`src/rtl/instr_sequencer.sv`:
```
// Instruction sequencer: buffers host-written program words in a FIFO and
// issues them to a processor one instruction at a time, handling the
// two-word mvi form and counting completed instructions.
module instr_sequencer #(
    parameter int DEPTH = 16
) (
    input  logic        clock,
    input  logic        resetn,
    input  logic        wr_en,
    input  logic [15:0] wr_data,
    input  logic        start,
    input  logic        done,
    output logic        run,
    output logic [15:0] din,
    output logic        busy,
    output logic        full,
    output logic        empty,
    output logic        ovf,
    output logic        err,
    output logic [7:0]  icount
);

    localparam int AW = $clog2(DEPTH);
    localparam int CW = AW + 1;

    localparam logic [2:0] OP_MVI = 3'b001;

    typedef enum logic [2:0] {
        IDLE,
        ISSUE,
        IMM,
        WAIT,
        ERR
    } state_e;

    // Program buffer storage and bookkeeping.
    logic [15:0]   mem_q [DEPTH];
    logic [AW-1:0] wr_ptr_q, wr_ptr_d;
    logic [AW-1:0] rd_ptr_q, rd_ptr_d;
    logic [CW-1:0] count_q, count_d;

    // Sequencer state.
    state_e        state_q, state_d;
    logic [15:0]   din_q, din_d;
    logic [7:0]    icount_q, icount_d;
    logic          ovf_q, ovf_d;
    logic          err_q, err_d;

    logic          push;
    logic          pop;
    logic          buf_full;
    logic          buf_empty;
    logic [15:0]   head_word;
    logic [15:0]   next_word;

    assign buf_full  = (count_q == CW'(DEPTH));
    assign buf_empty = (count_q == '0);
    assign head_word = mem_q[rd_ptr_q];
    assign next_word = mem_q[rd_ptr_q + AW'(1)];

    // A write while full is accepted only if a pop frees the slot this cycle.
    assign push = wr_en && (!buf_full || pop);

    // Next-state logic for the FSM, the buffer pointers and the status flags.
    always_comb begin
        // NOTE: every always_comb output gets a default first so no path
        // leaves a signal unassigned, which would infer a latch.
        state_d  = state_q;
        din_d    = din_q;
        icount_d = icount_q;
        err_d    = err_q;
        pop      = 1'b0;

        unique case (state_q)
            IDLE: begin
                if (start && !buf_empty) begin
                    state_d = ISSUE;
                    din_d   = head_word;
                end
            end
            ISSUE: begin
                // din_q already holds the head word being issued.
                pop = 1'b1;
                if (din_q[8:6] == OP_MVI) begin
                    if (count_q < CW'(2)) begin
                        state_d = ERR;
                        err_d   = 1'b1;
                    end else begin
                        state_d = IMM;
                        din_d   = next_word;
                    end
                end else begin
                    state_d = WAIT;
                end
            end
            IMM: begin
                pop     = 1'b1;
                state_d = WAIT;
            end
            WAIT: begin
                if (done) begin
                    icount_d = icount_q + 8'd1;
                    if (!buf_empty) begin
                        state_d = ISSUE;
                        din_d   = head_word;
                    end else begin
                        state_d = IDLE;
                    end
                end
            end
            ERR: begin
                state_d = ERR;
            end
            default: begin
                state_d = IDLE;
            end
        endcase

        wr_ptr_d = push ? wr_ptr_q + AW'(1) : wr_ptr_q;
        rd_ptr_d = pop  ? rd_ptr_q + AW'(1) : rd_ptr_q;
        count_d  = count_q + CW'(push) - CW'(pop);
        ovf_d    = ovf_q | (wr_en && buf_full && !pop);
    end

    // State, pointer and flag registers with asynchronous clear.
    always_ff @(posedge clock or negedge resetn) begin
        if (!resetn) begin
            state_q  <= IDLE;
            din_q    <= 16'h0000;
            icount_q <= 8'd0;
            ovf_q    <= 1'b0;
            err_q    <= 1'b0;
            wr_ptr_q <= '0;
            rd_ptr_q <= '0;
            count_q  <= '0;
        end else begin
            // NOTE: non-blocking assignments so every register samples the
            // pre-edge values regardless of statement order.
            state_q  <= state_d;
            din_q    <= din_d;
            icount_q <= icount_d;
            ovf_q    <= ovf_d;
            err_q    <= err_d;
            wr_ptr_q <= wr_ptr_d;
            rd_ptr_q <= rd_ptr_d;
            count_q  <= count_d;
        end
    end

    // Buffer write port.
    always_ff @(posedge clock) begin
        // NOTE: the storage array has no reset; clearing the pointers and
        // occupancy is enough to discard its contents.
        if (push) begin
            mem_q[wr_ptr_q] <= wr_data;
        end
    end

    // Outputs come straight from registered state.
    assign run    = (state_q == ISSUE);
    assign busy   = (state_q != IDLE);
    assign din    = din_q;
    assign full   = buf_full;
    assign empty  = buf_empty;
    assign ovf    = ovf_q;
    assign err    = err_q;
    assign icount = icount_q;

endmodule
```
`config.mk`:
```
export PLATFORM = sky130hd
export DESIGN_NAME = instr_sequencer
export DESIGN_NICKNAME = d
export VERILOG_FILES = /design/src/rtl/instr_sequencer.sv
export SDC_FILE = /design/constraint.sdc
export NUM_CORES = 1
export LEC_CHECK = 0
export BUFFER_PORTS_ARGS = -buffer_cell sky130_fd_sc_hd__buf_4
export CAP_MARGIN = 10
export CELL_PAD_IN_SITES_DETAIL_PLACEMENT = 1
export CELL_PAD_IN_SITES_GLOBAL_PLACEMENT = 1
export CORE_ASPECT_RATIO = 0.9
export CORE_MARGIN = 2
export CORE_UTILIZATION = 50
export CTS_BUF_LIST = sky130_fd_sc_hd__clkbuf_4 sky130_fd_sc_hd__clkbuf_8
export CTS_CLUSTER_DIAMETER = 30
export DETAILED_ROUTE_END_ITERATION = 8
export GPL_TIMING_DRIVEN = 1
export PLACE_DENSITY_LB_ADDON = 0.2
export SLEW_MARGIN = 20
export SYNTH_ARGS = -nofsm -noshare
export SYNTH_HDL_FRONTEND = slang
export SYNTH_SLANG_ARGS = --single-unit
```
`constraint.sdc`:
```
create_clock -name clock -period 2.7 [get_ports clock]
set_clock_uncertainty 0.1 [all_clocks]
set_input_delay 0.405 -clock clock [delete_from_list [all_inputs] [get_ports clock]]
set_output_delay 0.405 -clock clock [all_outputs]
set_load 0.01 [all_outputs]
```
-- Word level (Yosys, flattened, before mapping)
Memory sizes are Yosys's and may differ from the RTL's.
Cells that the tools add are included.
- output and inout port bits: 30
- RAM bits: 256
- bits in registers: 42
- input bits: 21
- memories kept: 1
- word-level logic and storage cells: 59
- memory list (memory ; depth ; width ; read ports ; clocked after Yosys merged registers in ; wr ports ; RTL line ; RTL):
    mem_q ; 16 ; 16 ; 2 ; 0 ; 1 ; 37 ; logic [15:0] mem_q [DEPTH];
- add/subtract/negate cells: 5
- reductions and logical operators: 17
- mux-type cells: 15
- order comparisons: 1
- bitwise gates (word level): 1
- equality and inequality tests: 11
- operators with widths (operator ; count):
    $mux W16 ; 5
    $pmux W16 S3 ; 1
    $pmux W3 S5 ; 1
    $mux W3 ; 4
    $add A4 B1 Y4 const B ; 2
    $add A8 B1 Y8 const B ; 1
    $ne A2 B2 Y1 const B ; 4
    $eq A3 B1 Y1 const B ; 2
    $eq A3 B2 Y1 const B ; 2
    $reduce_and A6 Y1 ; 1
    $reduce_bool A3 Y1 ; 2
    $add A5 B1 Y5 ; 1
    $eq A5 B5 Y1 const B ; 1
    $logic_not A5 Y1 ; 1
    $lt A5 B2 Y1 const B ; 1
    $sub A5 B1 Y5 ; 1
    $logic_and A1 B1 Y1 ; 4
    $mux W1 ; 4
    $reduce_and A2 Y1 ; 2
    $eq A3 B3 Y1 const B ; 1
    $logic_not A1 Y1 ; 3
    $logic_not A3 Y1 ; 1
    $reduce_and A3 Y1 ; 1
    $ne A2 B1 Y1 const B ; 1
    3 further kinds ; 3

-- Longest topological paths before layout
- depth after elaboration: 7
- gate-level depth with buffers: 12
- mapped depth without buffers: 11

-- Least setup slack after synthesis
No wires, ideal clock.
- path type: register to register
- start point: register state_q[0]
- end point: memory mem_q[3][0] (enable)
- buffers on the path: 2
- setup time: 0.409 ns
- arrival time: 2.447 ns
- clock period less this slack: 2.957 ns
- stages on the path, launching flop included: 8
- setup slack: -0.257 ns
- path through: dfrtp_1 buf_4 xnor2_1 nor2_1 o21a_1 buf_2 nand2_1 nor3_1
- word-level cells in the longest chain between the ends: 7
- elaborated cells between the ends (all ways): 8
- those cells by class: eq/ne (2); mux (3); reduce/logical (3)
- RTL lines (what ; RTL line ; RTL):
    start, declared ; 43 ; state_e state_q, state_d;
    start signal, assigned ; 139 ; state_q <= state_d;
    $eq A3 B1 Y1 or $eq A3 B2 Y1 (tied branches) ; 74 ; unique case (state_q)
    $reduce_or A2 Y1 (no source line) * ; -- ;
    $mux W1 * ; 74 ;
    $logic_or A1 B1 Y1 * ; 62 ; assign push = wr_en && (!buf_full || pop);
    $logic_and A1 B1 Y1 * ; 62 ;
    $mux W1 * ; 154 ; if (push) begin
    $mux W1 (not written as such) * ; 155 ; mem_q[wr_ptr_q] <= wr_data;
    end, declared ; 37 ;
Mark *: on every way between the ends. The rest lies on a longest branch, timed or not.

-- Worst setup path in the final report
- start point: register state_q[2]
- end point: register din_q[4] (netlist: din[4])
- word-level cells in the longest chain between the ends: 3
- elaborated cells between the ends (all ways): 11
- those cells by class: eq/ne (7); mux (1); reduce/logical (3)
- RTL lines (what ; RTL line ; RTL):
    $eq A3 B2 Y1 (tied with other cells) ; 74 ;
    $ne A2 B2 Y1 (no source line) (tied with other cells) ; -- ;
    $reduce_and A6 Y1 (no source line) ; -- ;
    end signal, assigned ; 140 ; din_q <= din_d;
    end, declared ; 44 ; logic [15:0] din_q, din_d;
Several ways; a longest one is shown, not always the timed one.
A chain may end at the register's enable or synchronous reset.

==> reports/metrics.yaml <==
outcome:
  status: "finished, violations left"
  violations: "negative setup slack"
worst_hold_path:
  min_from: "wr_data[1]"
  hp-class: "in2reg"
drt:
  wl_per_cell_um: 29.2
  ant_nets: 0
  drc: 0
  drt_iter0_drc: 825
  routed_wl_mm: 43.9
  drt_pass1_iterations: 5
  via_per_inst: 6.51
  vias: 9777
sta:
  rsz0062_at_grt: "yes"
  maxSlewHeadroom_pct: 13.0
  setup_viol: 1
  hold_violations: 0
  worst_slack_ns: -0.00395
  post-route-period-util_pct: 100
  worst_pin_slew_ns: 1.30
  hold_ws_ns: 0.0309
  max_freq_mhz: 370
  slew_violations: 0
  fin_crit_ns: 2.70
cells_and_area:
  instances_no_fill: 1502
  final_common_cell: "edfxtp_1"
  seqCellArea_um2: 8750
  final_cell_mix: "edfxtp_1, buf_4, clkbuf_8"
  syn_to_final_growth_pct: 22.2
  fin_nets: 1113
  final_layout_size_suffix_gt1_share_pct: 35.1
  diodes: 0
  fill_cells: 2618
  multi_input_area_um2: 5420
critical_path:
  r2r-start: "state_q[2]$_DFFE_PN0P_"
  endpoint: "din[4]$_DFFE_PN0P_"
  worstPathArrival_ns: 3.12
  crit_required_ns: 3.11
  cp-end-kind: "flip-flop"
  reg2reg_to: "din[4]$_DFFE_PN0P_"
  ff2ff_path_depth: 5
  crit_path_start_kind: "flip-flop"
  crit_type: "reg2reg"
  r2r_setup_slack_ns: -0.004
  critPathLaunch: "state_q[2]$_DFFE_PN0P_"
  crit_fanout: 11
power_and_ir_drop:
  vdd_drop_max_mv: 0.796
  leakage_nw: 6.40
  power.total_mw: 24.9
  pwr-share-seq_pct: 25.3
  clock_power_share_pct: 26.4
  sw_frac_of_total_pct: 39.5
  p_int_mw: 15.1
  combPwrFrac_pct: 48.4
  power.density_nw_per_um2: 1410
  power_switching_mw: 9.84
grt:
  antenna_found_initial: 0
  track_usage_pct: 29.3
  grt_start_max_net_pins: 141
  grt_first_pass_wirelength_mm: 64.2
  grt_pass1_vias: 10200
  grt.overflow.total: 0
floorplan:
  dieHeight_um: 165
  die_x_um: 183
  row_count: 59
  start_util_pct: 50.4
  die-area_um2: 30300
  num_io_pins: 51
  floorplan.core_area_um2: 28700
placement:
  dp_cells: 1361
  port_buffers: 50
  hpwl_mm: 25.7
  place.gp.congestion: 0.846
synth:
  synth_top_area_share_pct: 53.1
  avgSynthCellArea_um2: 15.2
  ys_seq_area_share_pct: 60.4
  yosys.cell_types.count: 53
  synth-seq-cells: 298
  ys.flop_type: "edfxtp_1"
  syn_nets: 984
  synthCells: 949
  synth_edf_count: 256
  yosysTopAreaCell: "edfxtp_1"
  async_flop_share_pct: 14.1
  syn_area_um2: 14500
  ys_warn_count: 0
  ys_top_cells_by_area: "edfxtp_1, mux4_2, dfrtp_1, mux2i_1, a2111oi_0"
cts:
  cts_tree: "done"
  htree_num_levels: 3
  cts_made_buffers: 70
  cts_max_path_buffers: 3
  cts-root-buf: "clkbuf_8"
  clock_latency_ns: 0.60
  cts_sinks: 298
  clk_pin_slew_ns: 0.06
flow_run:
  cap_violations: 0
==> stage by stage <==
stage | setup TNS [ns] | util, % | cell area, um2 | setup WS [ns]
after floorplan | 0 | - | 14500 | 0.169
after global placement | 0 | 54.6 | 15700 | 0.0610
after detailed placement | 0 | 54.6 | 15700 | 0.0220
after CTS | 0 | 61.0 | 17500 | 0.00998
after global routing | -0.166 | 61.6 | 17700 | -0.0732
final | -0.00395 | 61.6 | 17700 | -0.00395
==> logic make-up (layout without fill, tap and decap cells) <==
group                      after synthesis  count (layout)  synth area share, %
DFF                                    298             298                 60.4
buffers and inverters                   95             282                 3.68
AOI/OAI and AO/OA                      157             157                 9.25
adders and majority gates               14              14                 1.26
xor gates and xnor gates                20              20                 1.31
and+or+nand+nor                        233             233                 9.24
muxes                                  132             132                 14.9
==> flip-flops by register name, summed over array words and instances, names as in the netlist <==
signal,flops
rd_ptr_q,4
count_q,5
state_q,3
wr_ptr_q,4
ovf,1
din,16
mem_q,256
err,1
icount,8
==> how the worst min path moves through the flow <==
stage / to / slack, ns / cells past startpoint
floorplan: count_q[0]$_DFF_PN0_ / 0.009 / 0
global placement: err$_DFFE_PN0P_ / 0.34 / 1
detailed placement: err$_DFFE_PN0P_ / 0.35 / 1
CTS: mem_q[11][13]$_DFFE_PP_ / 0.007 / 1
global route: mem_q[12][6]$_DFFE_PP_ / 0.02 / 1
finish: mem_q[6][1]$_DFFE_PP_ / 0.03 / 1
==> layout make-up <==
cell class	count	share of cell area, %
Clock inverter	49	4.01
Inverter	12	0.262
Timing Repair Buffer	140	7.07
Clock buffer	81	5.99
Multi-Input combinational cell	556	30.6
Tap cell	366	2.59
Sequential cell	298	49.5
==> synthesized netlist by cell type (12+ instances only) <==
master and n:
clkbuf_1 39, edfxtp_1 256, ha_1 13, a22oi_1 32
dfrtp_1 42, buf_2 12, nor2_1 40, buf_6 13
and3_1 61, a21oi_1 29, a2111oi_0 50, mux4_2 66
nor2b_1 61, nor4_1 30, mux2i_1 64, buf_4 14
==> routing by layer <==
| layer | GRT usage, % | routed length (um) |
|---|---|---|
| met3 | 4.82 | 2940 |
| met1 | 38.2 | 17400 |
| met4 | 14.0 | 1950 |
| met5 | 0 | 0 |
| met2 | 48.5 | 21600 |
==> power by group through the flow <==
stage | Combinational [mW] | Clock, mW | Sequential [mW]
after floorplan | 7.70 | 0 | 6.16
after global placement | 11.0 | 0 | 6.31
after detailed placement | 11.3 | 0 | 6.35
after CTS | 11.5 | 6.65 | 6.27
final | 12.0 | 6.57 | 6.29
after global routing | 12.8 | 6.85 | 6.35
==> repair_timing <==
| item | CTS | global route |
|---|---|---|
| cloned | 0 | 1 |
| gates resized for setup | 5 | 38 |
| setup endpoints to repair | 6 | 15 |
| buffers inserted | 0 | 3 |
| hold buffers | 7 | 0 |
| endpoints found under the hold margin | 97 | 0 |
| pin swaps | 0 | 1 |
==> critical path, cell delays in order, from the launching register on <==
cell      delay (ns)
dfrtp_1         0.49
or3b_4          0.46
nor2_2          1.01
buf_4           0.32
a221oi_2        0.08
a21oi_2         0.16
(Power assumes the default switching activity.)
